## src/rtl/instruction_pkg.sv

```systemverilog
// Shared definitions for the instruction path: default word geometry,
// field types and the opcode/operand split used by the queue and decoder.
package instruction_pkg;

  localparam int DEFAULT_INSTRUCTION_WIDTH = 16;
  localparam int DEFAULT_OPCODE_WIDTH      = 4;
  localparam int DEFAULT_OPERAND_WIDTH     = DEFAULT_INSTRUCTION_WIDTH - DEFAULT_OPCODE_WIDTH;

  typedef logic [DEFAULT_OPCODE_WIDTH-1:0]      opcode_t;
  typedef logic [DEFAULT_OPERAND_WIDTH-1:0]     operand_t;
  typedef logic [DEFAULT_INSTRUCTION_WIDTH-1:0] instruction_t;

  typedef struct packed {
    opcode_t  opcode;
    operand_t operand;
  } split_instruction_t;

  // Opcode lives in the MSBs, the operand is everything below it.
  function automatic split_instruction_t split_word(input instruction_t word);
    split_instruction_t result;
    result.opcode  = word[DEFAULT_INSTRUCTION_WIDTH-1 -: DEFAULT_OPCODE_WIDTH];
    result.operand = word[DEFAULT_OPERAND_WIDTH-1:0];
    return result;
  endfunction

endpackage

```

## src/rtl/queue_pointer.sv

```systemverilog
// Wrapping index counter for a circular buffer of DEPTH entries. DEPTH does
// not have to be a power of two, so the wrap is an explicit compare.
module queue_pointer #(
  parameter int DEPTH     = 4,
  parameter int PTR_WIDTH = (DEPTH > 1) ? $clog2(DEPTH) : 1
) (
  input  logic                 clock,
  input  logic                 reset_n,
  input  logic                 clear,
  input  logic                 incr,
  output logic [PTR_WIDTH-1:0] ptr
);

  logic [PTR_WIDTH-1:0] ptr_q;
  logic [PTR_WIDTH-1:0] ptr_d;

  // Next index: clear wins, otherwise step and wrap from DEPTH-1 back to 0.
  always_comb begin
    ptr_d = ptr_q;
    if (clear) begin
      ptr_d = '0;
    end else if (incr) begin
      if (ptr_q == PTR_WIDTH'(DEPTH - 1)) begin
        ptr_d = '0;
      end else begin
        ptr_d = ptr_q + PTR_WIDTH'(1);
      end
    end
  end

  // Index register, async active-low reset.
  always_ff @(posedge clock or negedge reset_n) begin
    if (!reset_n) begin
      ptr_q <= '0;
    end else begin
      ptr_q <= ptr_d;
    end
  end

  assign ptr = ptr_q;

endmodule

```

## src/rtl/instruction_queue.sv

```systemverilog
// In-order instruction buffer between fetch and decode. Holds up to DEPTH
// words, presents the oldest one split into opcode/operand, and can be
// flushed in one cycle after a taken branch or jump.
module instruction_queue
  import instruction_pkg::*;
#(
  parameter int INSTRUCTION_WIDTH = DEFAULT_INSTRUCTION_WIDTH,
  parameter int OPCODE_WIDTH      = DEFAULT_OPCODE_WIDTH,
  parameter int DEPTH             = 4
) (
  input  logic                                  clock,
  input  logic                                  iq_reset_n,
  input  logic                                  iq_flush,
  input  logic [INSTRUCTION_WIDTH-1:0]          iq_in,
  input  logic                                  iq_wr,
  output logic                                  iq_full,
  input  logic                                  iq_rd,
  output logic                                  iq_valid,
  output logic [INSTRUCTION_WIDTH-1:0]          iq_out,
  output logic [OPCODE_WIDTH-1:0]               iq_opcode,
  output logic [INSTRUCTION_WIDTH-OPCODE_WIDTH-1:0] iq_operand,
  output logic [$clog2(DEPTH+1)-1:0]            iq_count,
  output logic                                  iq_overflow
);

  localparam int COUNT_WIDTH = $clog2(DEPTH + 1);
  localparam int PTR_WIDTH   = (DEPTH > 1) ? $clog2(DEPTH) : 1;

  logic [INSTRUCTION_WIDTH-1:0] storage_q [DEPTH];
  logic [INSTRUCTION_WIDTH-1:0] storage_d [DEPTH];
  logic [COUNT_WIDTH-1:0]       count_q;
  logic [COUNT_WIDTH-1:0]       count_d;
  logic                         overflow_q;
  logic                         overflow_d;

  logic [PTR_WIDTH-1:0] rd_ptr;
  logic [PTR_WIDTH-1:0] wr_ptr;
  logic                 full;
  logic                 valid;
  logic                 wr_accept;
  logic                 rd_accept;
  logic                 wr_drop;

  // Flags come from the registered count only, never from wr/rd.
  always_comb begin
    full      = (count_q == COUNT_WIDTH'(DEPTH));
    valid     = (count_q != '0);
    // A read in the same cycle frees the slot a full queue would otherwise refuse.
    wr_accept = iq_wr && (!full || iq_rd) && !iq_flush;
    rd_accept = iq_rd && valid && !iq_flush;
    wr_drop   = iq_wr && full && !iq_rd && !iq_flush;
  end

  queue_pointer #(
    .DEPTH     (DEPTH),
    .PTR_WIDTH (PTR_WIDTH)
  ) u_rd_ptr (
    .clock   (clock),
    .reset_n (iq_reset_n),
    .clear   (iq_flush),
    .incr    (rd_accept),
    .ptr     (rd_ptr)
  );

  queue_pointer #(
    .DEPTH     (DEPTH),
    .PTR_WIDTH (PTR_WIDTH)
  ) u_wr_ptr (
    .clock   (clock),
    .reset_n (iq_reset_n),
    .clear   (iq_flush),
    .incr    (wr_accept),
    .ptr     (wr_ptr)
  );

  // Next count, overflow flag and storage contents; flush empties the queue.
  always_comb begin
    count_d    = count_q;
    overflow_d = overflow_q;
    for (int i = 0; i < DEPTH; i++) begin
      storage_d[i] = storage_q[i];
    end
    if (iq_flush) begin
      count_d    = '0;
      overflow_d = 1'b0;
    end else begin
      count_d = count_q + COUNT_WIDTH'(wr_accept) - COUNT_WIDTH'(rd_accept);
      if (wr_drop) begin
        overflow_d = 1'b1;
      end
      if (wr_accept) begin
        storage_d[wr_ptr] = iq_in;
      end
    end
  end

  // State registers, async active-low reset.
  always_ff @(posedge clock or negedge iq_reset_n) begin
    if (!iq_reset_n) begin
      count_q    <= '0;
      overflow_q <= 1'b0;
      for (int i = 0; i < DEPTH; i++) begin
        storage_q[i] <= '0;
      end
    end else begin
      count_q    <= count_d;
      overflow_q <= overflow_d;
      for (int i = 0; i < DEPTH; i++) begin
        storage_q[i] <= storage_d[i];
      end
    end
  end

  // Head word is forced to zero when empty so stale entries never leak out.
  always_comb begin
    iq_out = valid ? storage_q[rd_ptr] : '0;
  end

  assign iq_full     = full;
  assign iq_valid    = valid;
  assign iq_count    = count_q;
  assign iq_overflow = overflow_q;
  assign iq_opcode   = iq_out[INSTRUCTION_WIDTH-1 -: OPCODE_WIDTH];
  assign iq_operand  = iq_out[INSTRUCTION_WIDTH-OPCODE_WIDTH-1:0];

endmodule

```

## config.mk

```make
export PLATFORM = sky130hd
export DESIGN_NAME = instruction_queue
export DESIGN_NICKNAME = d
export VERILOG_FILES = /design/src/rtl/instruction_pkg.sv /design/src/rtl/queue_pointer.sv /design/src/rtl/instruction_queue.sv
export SDC_FILE = /design/constraint.sdc
export NUM_CORES = 1
export LEC_CHECK = 0
export ABC_AREA = 1
export CORE_MARGIN = 2
export CORE_UTILIZATION = 61
export CTS_BUF_LIST = sky130_fd_sc_hd__clkbuf_8
export DETAILED_ROUTE_END_ITERATION = 10
export GPL_TIMING_DRIVEN = 0
export PLACE_DENSITY_LB_ADDON = 0.3
export SYNTH_ARGS = -nofsm -noshare
export SYNTH_HDL_FRONTEND = slang
export SYNTH_HIERARCHICAL = 1
export SYNTH_SLANG_ARGS = --single-unit
```

## constraint.sdc

```tcl
create_clock -name clock -period 7.33 [get_ports clock]
set_clock_uncertainty 0.2 [all_clocks]
set_input_delay 1.466 -clock clock [delete_from_list [all_inputs] [get_ports clock]]
set_output_delay 1.466 -clock clock [all_outputs]
set_load 0.005 [all_outputs]
```

== After elaboration in Yosys (flattened, before gate mapping) ==
Cells that the tools add are included.
Operators by class
  add/subtract/negate cells: 4
  order comparisons: 3
  eq/ne operators: 3
  multiplexer cells: 16
  bitwise logic cells: 3
  reductions and logical operators: 17
Operator list (number)
  64-bit bitwise mux: 1
  16-bit two-way mux: 4
  16-bit binary-select mux with 2-bit select: 1
  16-bit demux with 2-bit select: 1
  2-bit two-way mux: 6
  1-bit logical AND: 8
  3-bit greater-or-equal comparator (second input constant): 2
  2-bit inverter with 3-bit output: 2
  2-bit nonzero test: 3
  2-bit by 1-bit adder with 2-bit output (second input constant): 2
  2-bit equality test (second input constant): 2
  3-bit by 1-bit adder with 3-bit output: 1
  3-bit equality test (second input constant): 1
  1-bit zero test: 3
  3-bit by 1-bit < comparator with 1-bit output (second input constant): 1
  3-bit two-way mux: 1
  3-bit nonzero test: 1
  3-bit by 1-bit subtractor with 3-bit output: 1
  1-bit two-way mux: 2
  2-bit AND reduction: 1
  1-bit logical OR: 1
  1-bit inverter: 1
Word-level totals
  register bits after elaboration: 72
  input bits: 21
  output and inout bits: 38
  word-level logic and storage cells: 54

== Longest topological paths before layout ==
  depth in word-level cells: 8
  gate-level depth with buffers: 14
  depth with buffers taken out: 12

== Hierarchy ==
The synthesis kept the hierarchy.
By module, submodules not included
  instruction_queue: instances 1, cells each 477, area each 3736.1 µm², sequential area each 1701.6 µm²
  queue_pointer: instances 2, cells each 12, area each 100.1 µm², sequential area each 50.0 µm²

== Worst setup path before layout ==
No wires, ideal clock.
  path type: input to register
  start: input iq_flush
  end: register count_q[2], in the netlist iq_count[2]
  library setup time: 117 ps
  arrival time: 3070 ps
  required time: 7013 ps
  slack: 3943 ps
  cell stages on the path: 13
  buffers on the path: 2
  path through: inv_2 -> nand2_1 -> inv_2 -> buf_6 -> buf_4 -> nand2_1 -> ha_1 -> inv_1 -> ha_1 -> inv_1 -> fa_1 -> nor2_1 -> nor2_1
Between the ends
  cells in the longest elaborated chain, start to end: 5
  elaborated cells on any way between the ends: 6
  classes of those cells: 2 x add/sub; 1 x mux; 3 x reduce/logical
RTL lines
  from (decl): RTL line instruction_queue.sv:13  | input logic iq_flush,
  1-bit zero test: RTL line instruction_queue.sv:49, instruction_queue.sv:50
  1-bit logical AND: RTL line instruction_queue.sv:49  | wr_accept = iq_wr && (!full || iq_rd) && !iq_flush;
  3-bit by 1-bit adder with 3-bit output: RTL line instruction_queue.sv:87  | count_d = count_q + COUNT_WIDTH'(wr_accept) - COUNT_WIDTH'(rd_accept);
  3-bit by 1-bit subtractor with 3-bit output: RTL line instruction_queue.sv:87
  3-bit two-way mux *: RTL line instruction_queue.sv:83  | if (iq_flush) begin
  net count_d[2]: RTL line instruction_queue.sv:32  | logic [COUNT_WIDTH-1:0] count_d;
  to (signal assigned): RTL line instruction_queue.sv:106  | count_q <= count_d;
  to (decl): RTL line instruction_queue.sv:31  | logic [COUNT_WIDTH-1:0] count_q;
Mark *: on every way through the listed nets, which the timed path passes. The rest lies on a longest branch.
A chain may end at the register's enable or synchronous reset.

== Final worst setup path ==
  start: register u_rd_ptr.ptr_q[0], in the netlist u_rd_ptr/ptr[0]
  end: output iq_out[8]
Between the ends
  cells in the longest elaborated chain, start to end: 5
RTL lines
  from (decl): RTL line queue_pointer.sv:14  | logic [PTR_WIDTH-1:0] ptr_q;
  from (signal assigned): RTL line queue_pointer.sv:36  | ptr_q <= ptr_d;
  2-bit inverter with 3-bit output (implied by the code): RTL line instruction_queue.sv:116  | iq_out = valid ? storage_q[rd_ptr] : '0;
  16-bit binary-select mux with 2-bit select: RTL line instruction_queue.sv:116
  16-bit two-way mux (implied by the code) (2 in a row): RTL line instruction_queue.sv:116
  16-bit two-way mux: RTL line instruction_queue.sv:116
  to (decl): RTL line instruction_queue.sv:19  | output logic [INSTRUCTION_WIDTH-1:0] iq_out,
No other way between the ends. The select of a mux whose other input is x is not followed.

==> results.rst <==
.. list-table::
   :header-rows: 1

   * - Metric
     - Value
   * - Status
     - finished, final reports clean
   * - Period utilisation layout
     - about three fifths
   * - Initial DRC count
     - a little over 400
   * - Total number of yosys warnings
     - 6
   * - Grt met3 use
     - 9.54%
   * - Setup TNS
     - 0 ns
   * - Synthesized Nets
     - about 530
   * - Count of mapped cells out of synthesis
     - approximately 500
   * - Worst slew margin relative to its limit
     - between 30% and 40%
   * - Register clock-pin slew on the reported worst setup and hold paths
     - around 0.080 ns
   * - Netlist Area Pre-Place
     - roughly 0.0039 mm^2
   * - Clock latency on the worst-skew pair
     - approximately 0.36 ns
   * - IO Count
     - 59
   * - Number of nets still failing antenna checks after routing
     - 0
   * - Total via count after detailed routing
     - 3879
   * - Row count
     - 29
   * - Slew @ Worst Pin
     - ~0.90 ns
   * - TritonCTS clock tree
     - done
   * - Endpoints failing hold
     - 0
   * - Hold-critical path endpoint
     - storage_q[9]
   * - Post-route non-filler standard cell count
     - between 600 and 700
   * - Cell chosen for the clock root
     - sky130_fd_sc_hd__clkbuf_8
   * - Placed Instances
     - ~640
   * - Area of the placeable core
     - around 0.0063 mm^2
   * - Number of distinct standard cells referenced by the synthesized netlist
     - 25
   * - FF-to-FF End
     - iq_count[2]
   * - NumNets Final
     - between 500 and 600
   * - R2r worst-path depth
     - 9
   * - Die area
     - between 0.007 and 0.008 mm^2
   * - Sequential share of the synthesized area
     - between 40% and 50%
   * - Input/output buffers
     - 58
   * - Setup repair after global routing missed its margin
     - false
   * - Total count of max-transition violations in the final report
     - 0
   * - Leakage power of the design
     - ~0.0025 uW
   * - Crit path cell chain
     - buf_2, inv_1, clkbuf_1, o21ai_0, a21oi_1, buf_4, clkdlybuf4s50_1
   * - Gate family responsible for the most delay along the worst path
     - buffers and inverters
   * - Share of the synthesized area in the top cell type
     - 45.8%
   * - Switch share
     - 36.5%
   * - Startpoint Class
     - flip-flop
   * - Longest Clk Path Bufs
     - 2
   * - Total Power Consumption
     - 1750 uW
   * - GRT Max-Usage Layer
     - met2
   * - Setup violation total in the final timing report
     - 0
   * - CTS hold repair buffers
     - 0
   * - Number of antenna violations at the first check in global routing
     - 0
   * - Width of the die
     - between 80 and 90 um
   * - Hold wc startpoint
     - storage_q[9]
   * - Crit Reg-Reg Startpoint
     - iq_count[1]
   * - Number of synthesized register bits
     - slightly above 70
   * - DR vias/cell
     - approximately 6
   * - Final Wtd Congestion
     - around 0.92
   * - Post-synthesis average cell area
     - between 7 and 8 um^2
   * - Dominant cells by area after synthesis
     - sky130_fd_sc_hd__dfrtp_1 46%, sky130_fd_sc_hd__nand2_1 19%, sky130_fd_sc_hd__nand4_1 10%
   * - Remaining global-route overflow
     - 0
   * - Register share of total power
     - 36.2%
   * - Top cells by count, synth
     - 200 x sky130_fd_sc_hd__nand2_1, 72 x sky130_fd_sc_hd__dfrtp_1, 64 x sky130_fd_sc_hd__nand4_1, 42 x sky130_fd_sc_hd__nor2_1, 22 x sky130_fd_sc_hd__buf_4
   * - DRT Wirelength
     - 11000 um
   * - PostCTS Resize Cnt
     - 0
   * - Initial standard-cell utilization of the core
     - 62.7%
   * - Class of the most critical setup path
     - flip-flop to output pin
   * - Hold/Removal Path Class
     - flip-flop to flip-flop
   * - Net switching power
     - 637 uW
   * - Maximum vdd ir drop
     - between 0.2 and 0.25 mV
   * - Post-synthesis cell type with the largest combined area
     - sky130_fd_sc_hd__dfrtp_1
   * - First-pass GRT wire length
     - between 15000 and 20000 um
   * - Vias in the first global route
     - between 3000 and 4000
   * - Pin count of the biggest net entering global routing
     - 73
   * - Post-CTS Setup Inserts
     - 0
   * - Area growth syn-to-layout
     - 22.5%
   * - Setup slack on the worst flop-to-flop path
     - 4.61 ns
   * - Global routing usage summed across all routing layers
     - 32.3%
   * - Num CTS Buffers
     - 9
   * - Inserted Diodes
     - 0
   * - Buffers & Inverters on Critical Path
     - 5
   * - Required arrival time at the worst endpoint
     - between 5 and 6 ns
   * - Die height
     - approximately 84 um
   * - Maximum net fanout on the critical path
     - 10
   * - Shortest period the worst path allows
     - 4.31 ns
   * - Share of cells above drive strength 1
     - about an eighth
   * - Max-cap check violation count
     - 0
   * - GR met2 Demand/Resource
     - ~52%
   * - Maximum achievable frequency
     - 0.232 GHz
   * - Number of enable flip-flop cells after synthesis
     - 0
   * - Fraction of power consumed by the clock network
     - between 10% and 20%
   * - Main flop type after synthesis
     - sky130_fd_sc_hd__dfrtp_1
   * - Ratio of total power to cell area
     - between 300 and 400 mW/mm^2
   * - Met1 usage
     - 39.4%
   * - Post-DP HPWL
     - roughly 7300 um
   * - # H-tree levels
     - 3
   * - CP max-delay cell
     - sky130_fd_sc_hd__clkbuf_1
   * - Post-DR wirelength/cell
     - around 17 um
   * - DRT Pass-1 Iters
     - 6
   * - Internal Power
     - 1110 uW
   * - Number of design rule violations left after detail routing
     - 0
   * - Proportion of register bits with asynchronous set or reset after synthesis
     - between 90% and 100%
   * - Largest stage delay on the critical path
     - 0.51 ns
   * - Count of cells along the worst hold path
     - 2
   * - Clock Sinks
     - between 70 and 80
   * - Most common cell in the netlist
     - sky130_fd_sc_hd__nand2_1
   * - Data arrival at the endpoint of the critical path
     - 2.65 ns
   * - Critical path endpoint category
     - output pin
   * - Combinational cell fraction of total power
     - around 44%
==> cell usage in the layout (no fill, tap or decap), types with 4 or more instances in the layout <==
cell,synthesis,final
sky130_fd_sc_hd__clkdlybuf4s50_1,0,57
sky130_fd_sc_hd__o21ai_0,17,17
sky130_fd_sc_hd__inv_2,4,4
sky130_fd_sc_hd__clkbuf_8,0,9
sky130_fd_sc_hd__dfrtp_1,72,72
sky130_fd_sc_hd__clkinv_2,1,4
sky130_fd_sc_hd__a21oi_1,16,16
sky130_fd_sc_hd__inv_1,12,13
sky130_fd_sc_hd__nand2_1,200,200
sky130_fd_sc_hd__nand4_1,64,64
sky130_fd_sc_hd__ha_1,4,4
sky130_fd_sc_hd__nor2_1,42,42
sky130_fd_sc_hd__buf_6,6,6
sky130_fd_sc_hd__clkbuf_1,5,5
sky130_fd_sc_hd__buf_2,16,16
sky130_fd_sc_hd__nand3_4,4,4
sky130_fd_sc_hd__nand3_1,4,4
sky130_fd_sc_hd__buf_4,22,23
==> worst reg2reg max path: cells and delay by family (launching register included) <==
| kind | cells | cell delay [ns] |
|---|---|---|
| fa+ha+maj | 3 | 0.85 |
| simple gates | 4 | 1.00 |
| flops | 1 | 0.48 |
| buf+inv | 2 | 0.10 |
==> how the worst max path moves through the flow <==
stage / endpoint / cells after the start / start
4_1_cts: iq_out[1] / 7 / u_rd_ptr/ptr[0]
3_3_place_gp: storage_q[2] / 1 / iq_reset_n
5_1_grt: iq_out[1] / 7 / u_rd_ptr/ptr[0]
3_5_place_dp: iq_count[2] / 14 / iq_flush
6_report: iq_out[8] / 7 / u_rd_ptr/ptr[0]
2_1_floorplan: iq_count[2] / 13 / iq_flush
==> metrics by stage <==
step	cell area [um^2]	hold WS, ns	worst slack [ns]	util [%]
floorplan	3940	0.237	3.94	-
global placement	4610	0.249	2.16	73.5
detailed placement	4610	0.255	3.12	73.5
CTS	4820	0.273	3.07	76.8
global route	4820	0.292	2.90	76.8
finish	4820	0.271	3.02	76.8
==> flip-flops by register name (all words and copies together) (netlist names) <==
register,cells
u_wr_ptr/ptr,2
iq_overflow,1
storage_q,64
u_rd_ptr/ptr,2
iq_count,3
==> power groups by stage <==
stage	Clock, uW	Combinational, uW	Sequential [uW]
after floorplan	0	432	615
after global placement	0	738	628
after detailed placement	0	762	635
after CTS	342	768	630
after global routing	360	847	651
final	343	770	633
==> layout make-up <==
class | instances | area (um^2)
Sequential cell | 72 | 1800
Multi-Input combinational cell | 363 | 1740
Fill cell | 436 | 1460
Timing Repair Buffer | 58 | 578
Buffer | 49 | 332
Clock buffer | 9 | 124
Tap cell | 77 | 96.3
Clock inverter | 7 | 87.6
Inverter | 17 | 65.1
==> kinds of logic after synthesis <==
| group | after synthesis | share of synthesized area [%] |
|---|---|---|
| XOR/XNOR | 1 | 0.223 |
| adder cells (fa/ha/maj) | 5 | 1.78 |
| buffers and inverters | 66 | 10.1 |
| AND/OR/NAND/NOR | 322 | 37.7 |
| flip-flops | 72 | 45.8 |
| AO/OA/AOI/OAI | 35 | 4.45 |
==> routing by layer <==
layer / wire [um] / vias to the layer above
li1: - / 1771
met1: 4150 / 1811
met2: 5310 / 252
met3: 1190 / 45
met4: 388 / 0
met5: 0 / -
Note: power is estimated with default switching activity, not from simulation.
